[src/rtl/bp_axil_wr_arbiter.sv]
// Two-master AXI-Lite write arbiter with in-order B routing via a grant-ID FIFO.
// Define BP_AXIL_ARB_FIXED_PRIO_EN for fixed priority (s0 wins); default is round-robin.
module bp_axil_wr_arbiter #(
    parameter int addr_width_p      = 32,
    parameter int data_width_p      = 32,
    parameter int max_outstanding_p = 8
) (
    input  logic                                     clk_i,
    input  logic                                     reset_n_i,
    input  logic [1:0][addr_width_p-1:0]             s_axil_awaddr_i,
    input  logic [1:0][2:0]                          s_axil_awprot_i,
    input  logic [1:0]                               s_axil_awvalid_i,
    output logic [1:0]                               s_axil_awready_o,
    input  logic [1:0][data_width_p-1:0]             s_axil_wdata_i,
    input  logic [1:0][data_width_p/8-1:0]           s_axil_wstrb_i,
    input  logic [1:0]                               s_axil_wvalid_i,
    output logic [1:0]                               s_axil_wready_o,
    output logic [1:0][1:0]                          s_axil_bresp_o,
    output logic [1:0]                               s_axil_bvalid_o,
    input  logic [1:0]                               s_axil_bready_i,
    output logic [addr_width_p-1:0]                  m_axil_awaddr_o,
    output logic [2:0]                               m_axil_awprot_o,
    output logic                                     m_axil_awvalid_o,
    input  logic                                     m_axil_awready_i,
    output logic [data_width_p-1:0]                  m_axil_wdata_o,
    output logic [data_width_p/8-1:0]                m_axil_wstrb_o,
    output logic                                     m_axil_wvalid_o,
    input  logic                                     m_axil_wready_i,
    input  logic [1:0]                               m_axil_bresp_i,
    input  logic                                     m_axil_bvalid_i,
    output logic                                     m_axil_bready_o,
    output logic                                     busy_o,
    output logic [$clog2(max_outstanding_p+1)-1:0]   outstanding_o,
    output logic                                     err_o
);

    localparam int cnt_w = $clog2(max_outstanding_p + 1);
    localparam int ptr_w = (max_outstanding_p > 1) ? $clog2(max_outstanding_p) : 1;

    typedef enum logic {e_idle, e_xfer} state_e;

    state_e                       r_state, w_state_next;
    logic                         r_grant, r_aw_done, r_w_done, r_err;
    logic [max_outstanding_p-1:0] r_ids;
    logic [ptr_w-1:0]             r_wptr, r_rptr;
    logic [cnt_w-1:0]             r_count;
`ifndef BP_AXIL_ARB_FIXED_PRIO_EN
    logic                         r_rr;
`endif

    logic w_grant_fire, w_winner, w_can_grant, w_aw_hs, w_w_hs, w_complete;
    logic w_empty, w_head, w_pop;

    function automatic logic [ptr_w-1:0] ptr_inc(input logic [ptr_w-1:0] p);
        return (p == ptr_w'(max_outstanding_p - 1)) ? '0 : p + 1'b1;
    endfunction

    assign w_can_grant = (r_count < cnt_w'(max_outstanding_p));
    assign w_empty     = (r_count == '0);
    assign w_head      = r_ids[r_rptr];

`ifdef BP_AXIL_ARB_FIXED_PRIO_EN
    assign w_winner = ~s_axil_awvalid_i[0];
`else
    assign w_winner = (&s_axil_awvalid_i) ? r_rr : s_axil_awvalid_i[1];
`endif

    // Arbitration FSM and AW/W pass-through; non-granted master always sees ready = 0.
    always_comb begin
        w_state_next     = r_state;
        w_grant_fire     = 1'b0;
        w_aw_hs          = 1'b0;
        w_w_hs           = 1'b0;
        w_complete       = 1'b0;
        m_axil_awvalid_o = 1'b0;
        m_axil_wvalid_o  = 1'b0;
        s_axil_awready_o = '0;
        s_axil_wready_o  = '0;
        m_axil_awaddr_o  = s_axil_awaddr_i[r_grant];
        m_axil_awprot_o  = s_axil_awprot_i[r_grant];
        m_axil_wdata_o   = s_axil_wdata_i[r_grant];
        m_axil_wstrb_o   = s_axil_wstrb_i[r_grant];
        case (r_state)
            e_idle: begin
                if ((|s_axil_awvalid_i) && w_can_grant) begin
                    w_grant_fire = 1'b1;
                    w_state_next = e_xfer;
                end
            end
            e_xfer: begin
                m_axil_awvalid_o          = s_axil_awvalid_i[r_grant] & ~r_aw_done;
                m_axil_wvalid_o           = s_axil_wvalid_i[r_grant] & ~r_w_done;
                s_axil_awready_o[r_grant] = m_axil_awready_i & ~r_aw_done;
                s_axil_wready_o[r_grant]  = m_axil_wready_i & ~r_w_done;
                w_aw_hs = m_axil_awvalid_o & m_axil_awready_i;
                w_w_hs  = m_axil_wvalid_o & m_axil_wready_i;
                if ((r_aw_done | w_aw_hs) && (r_w_done | w_w_hs)) begin
                    w_complete   = 1'b1;
                    w_state_next = e_idle;
                end
            end
            default: w_state_next = e_idle;
        endcase
    end

    // B routing from the FIFO head; an empty FIFO sinks stray responses.
    always_comb begin
        s_axil_bvalid_o = '0;
        if (!w_empty) s_axil_bvalid_o[w_head] = m_axil_bvalid_i;
        m_axil_bready_o = w_empty ? 1'b1 : s_axil_bready_i[w_head];
        s_axil_bresp_o  = {2{m_axil_bresp_i}};
    end

    assign w_pop         = m_axil_bvalid_i & m_axil_bready_o & ~w_empty;
    assign busy_o        = (r_state == e_xfer) | ~w_empty;
    assign outstanding_o = r_count;
    assign err_o         = r_err;

    always_ff @(posedge clk_i) begin
        if (!reset_n_i) begin
            r_state   <= e_idle;
            r_grant   <= 1'b0;
            r_aw_done <= 1'b0;
            r_w_done  <= 1'b0;
            r_wptr    <= '0;
            r_rptr    <= '0;
            r_count   <= '0;
            r_err     <= 1'b0;
`ifndef BP_AXIL_ARB_FIXED_PRIO_EN
            r_rr      <= 1'b0;
`endif
        end else begin
            r_state <= w_state_next;
            if (w_grant_fire) begin
                r_grant   <= w_winner;
                r_aw_done <= 1'b0;
                r_w_done  <= 1'b0;
            end else begin
                if (w_aw_hs) r_aw_done <= 1'b1;
                if (w_w_hs)  r_w_done  <= 1'b1;
            end
            if (w_complete) begin
                r_wptr <= ptr_inc(r_wptr);
`ifndef BP_AXIL_ARB_FIXED_PRIO_EN
                r_rr   <= ~r_grant;
`endif
            end
            if (w_pop) r_rptr <= ptr_inc(r_rptr);
            r_count <= r_count + cnt_w'(w_complete) - cnt_w'(w_pop);
            if (m_axil_bvalid_i && w_empty) r_err <= 1'b1;
        end
    end

    // ID storage is data only; validity is tracked by r_count.
    always_ff @(posedge clk_i) begin
        if (w_complete) r_ids[r_wptr] <= r_grant;
    end

endmodule

[config.mk]
export PLATFORM = sky130hd
export DESIGN_NAME = bp_axil_wr_arbiter
export DESIGN_NICKNAME = d
export VERILOG_FILES = /design/src/rtl/bp_axil_wr_arbiter.sv
export SDC_FILE = /design/constraint.sdc
export NUM_CORES = 1
export LEC_CHECK = 0
export CAP_MARGIN = 15
export CORE_AREA = 2 2 95 97
export CTS_BUF_LIST = sky130_fd_sc_hd__clkbuf_8
export CTS_CLUSTER_DIAMETER = 150
export DETAILED_ROUTE_END_ITERATION = 10
export DIE_AREA = 0 0 97 99
export GPL_TIMING_DRIVEN = 0
export MAX_ROUTING_LAYER = met4
export PLACE_DENSITY = 0.74
export SLEW_MARGIN = 5
export SYNTH_ARGS = -nofsm -noshare
export SYNTH_HDL_FRONTEND = slang
export SYNTH_SLANG_ARGS = --single-unit
[constraint.sdc]
create_clock -name clk_i -period 4.3 [get_ports clk_i]
set_input_delay 1.29 -clock clk_i [delete_from_list [all_inputs] [get_ports clk_i]]
set_output_delay 1.29 -clock clk_i [all_outputs]
set_load 0.02 [all_outputs]
==> reports/results.txt <==
Buf/Inv on CP: 2
Layout area overhead: 118%
Synthesized area per cell: 10.3 sq um
Row cnt: 34
Clock buffer depth: 2
Maxcap violations: 0
P per Cell Area: 282 nW/um^2
Crit path kind: primary input to primary output
Cell Chain, Critical Path: clkdlybuf4s50_1 -> nor4bb_1 -> clkdlybuf4s50_1
Final #Nets: 629
WL/cell: 20.1 um
Hold buffers post-CTS: 0
Worst skew pair latency: 0.27 ns
CTS tree: done
Post-Syn Area: 2240 sq um
Final Util: 0.571
GP Congestion: 0.899
Post-CTS setup buffers: 0
Asr flop ratio synth: 0
Synth Register Bits: 24
GRT Util Overall: 0.242
TNS Setup: 0 ns
Initial core utilization: 0.263
Initial DRC count: 161
Die Span Y: 99 um
Peak fanout along the critical path: 3
Highest Clock Rate: 0.241 GHz
CTS H-tree lvls: 1
Minimum clock period: 4.15 ns
Drc violations: 0
Clock buffer count from CTS: 3
Hold WC Path Type: register to register
Top cells by count, synth: mux2_2 (73), dfxtp_1 (16), nand2_1 (14), ha_1 (9)
Cell taking the most area after synthesis: mux2_2
DP HPWL: 9940 um
Peak supply drop: 0.128 mV
Worst-margin pin slew: 0.645 ns
DRT Wirelength: 11,500 um
Multi-input gate area: 1570 sq um
Vias: 2,697
GRT Residual Overflow: 0
DR vias/cell: 4.68
Sequential area share after synthesis: 0.250
Die Area: 9600 sq um
Leakage: 1.83 nW
Largest net degree at the start of global routing: 17
Register area: 561 sq um
Slew margin rel.: 0.570
Synth warn: 0
Worst EP required: 3.01 ns
CTS clk-pin slew, worst paths: 0.09 ns
Dominant cells by area after synthesis: mux2_2 (37%), dfxtp_1 (14%), edfxtp_1 (11%)
Distinct cells, synth: 40
First-pass detailed-route iteration total: 4
Cell repeated most along the worst path: clkdlybuf4s50_1
Crit path launch type: primary input
Final Cycle Share: 0.965
Outcome: complete, no violations
Final setup fails: 0
Top-area cell type share of the netlist area: 0.366
Most frequent cell after synthesis: mux2_2
Mapped Cells: 218
Buffers added on ports: 242
Max Slew Vio Count: 0
Vias in the first global route: 2,817
IO Pins: 245
First-pass GRT wire length: 17,000 um
Initial antenna violation count: 2
Root Driver: clkbuf_8
Final Skew: 0.00352 ns
Slowest CP cell: clkdlybuf4s50_1
Worst EP arrival: 2.86 ns
Antenna viol nets, final: 0
CP peak stage delay: 0.70 ns
Unrepaired setup endpoints after global routing: no
Post-cts sizing count: 0
Syn nets: 383
Layout cells sized above 1: 0.190
Core area: 8550 sq um
Critical Path End Type: primary output
Ys flop type: dfxtp_1
CTS sink cnt: 24
DIE WIDTH: 97 um
Number of synthesized flops with an enable pin: 8
Hold Vio Cnt, Final: 0
Delay-heaviest family, CP: buffers and inverters
Total of fill cells in the finished design: 753
path summary, 6_finish.rpt:
| path | slack, ns | from | endpoint | cells past startpoint |
|---|---|---|---|---|
| hold reg to reg | 0.48 | r_rr$_SDFFE_PN0P_ | r_rr$_SDFFE_PN0P_ | 2 |
| hold / removal | 0.48 | r_rr$_SDFFE_PN0P_ | r_rr$_SDFFE_PN0P_ | 2 |
| setup / recovery | 0.15 | m_axil_awready_i | s_axil_awready_o[0] | 3 |
| setup reg to reg | 1.00 | r_grant$_SDFFE_PN0P_ | outstanding_o[2]$_SDFF_PN0_ | 13 |
power breakdown:
| part | internal (mW) | switching [mW] |
|---|---|---|
| clock | 0.125 | 0.0759 |
| combinational | 0.486 | 0.400 |
| sequential | 0.261 | 0.0270 |
| total | 0.872 | 0.503 |
kinds of logic (layout without fill, tap and decap cells):
| logic type | after synthesis | after routing | share of synthesized area |
|---|---|---|---|
| flip-flops | 24 | 24 | 0.250 |
| multiplexers | 83 | 83 | 0.425 |
| buffers and inverters | 26 | 271 | 0.0530 |
| XOR/XNOR | 2 | 2 | 0.00781 |
| adder cells (fa/ha/maj) | 10 | 10 | 0.0591 |
| AO/OA/AOI/OAI | 12 | 12 | 0.0323 |
| other | 0 | 5 | 0 |
| AND/OR/NAND/NOR | 61 | 61 | 0.173 |
cells in the final DEF, fill, tap and decap left out, drive strengths merged, types with 6 or more instances in the layout:
cell           Yosys  final
mux2              73     73
mux2i              8      8
clkbuf             7      9
buf               11     11
nand2             14     14
ha                 9      9
dfxtp             16     16
inv                8      8
nor2               6      6
edfxtp             8      8
clkdlybuf4s50      0    242
area by class of cell:
type / instances / share of cell area
clock inverter: 1 / 0.00615
multi-input combinational: 168 / 0.321
buffer: 17 / 0.0174
antenna: 5 / 0.00256
inverter: 8 / 0.00615
sequential: 24 / 0.115
tap: 108 / 0.0277
clock buffer: 3 / 0.00846
timing repair buffer: 242 / 0.496
worst min-delay path: cells and delay by family, from the launching register on:
kind / cells / cell delay (ns)
multiplexers: 1 / 0.06
AND/OR/NAND/NOR: 1 / 0.06
flip-flops: 1 / 0.32
sequential cells by signal (all words and copies together), names as in the netlist, 3 cells and up:
signal	cells
outstanding_o	4
r_ids	8
r_wptr	3
r_rptr	3
per-stage QoR:
step / power (mW) / hold slack [ns] / cell area, sq um / setup WS [ns] / std cells
after floorplan: 0.735 / 0.430 / 2240 / 0.967 / 218
final: 1.37 / 0.485 / 4880 / 0.148 / 576
after global routing: 1.45 / 0.511 / 4880 / 0.126 / 574
after global placement: 1.17 / 0.441 / 4800 / 0.206 / 568
after CTS: 1.38 / 0.481 / 4870 / 0.165 / 571
after detailed placement: 1.18 / 0.468 / 4800 / 0.166 / 568
layer usage:
metal	GRT usage	routed length [um]	vias up
li1	-	-	1294
met1	0.336	5270	1235
met2	0.343	4740	164
met3	0.0979	1490	4
met4	0.0217	42	0
met5	-	0	-
(Power assumes the default switching activity.)
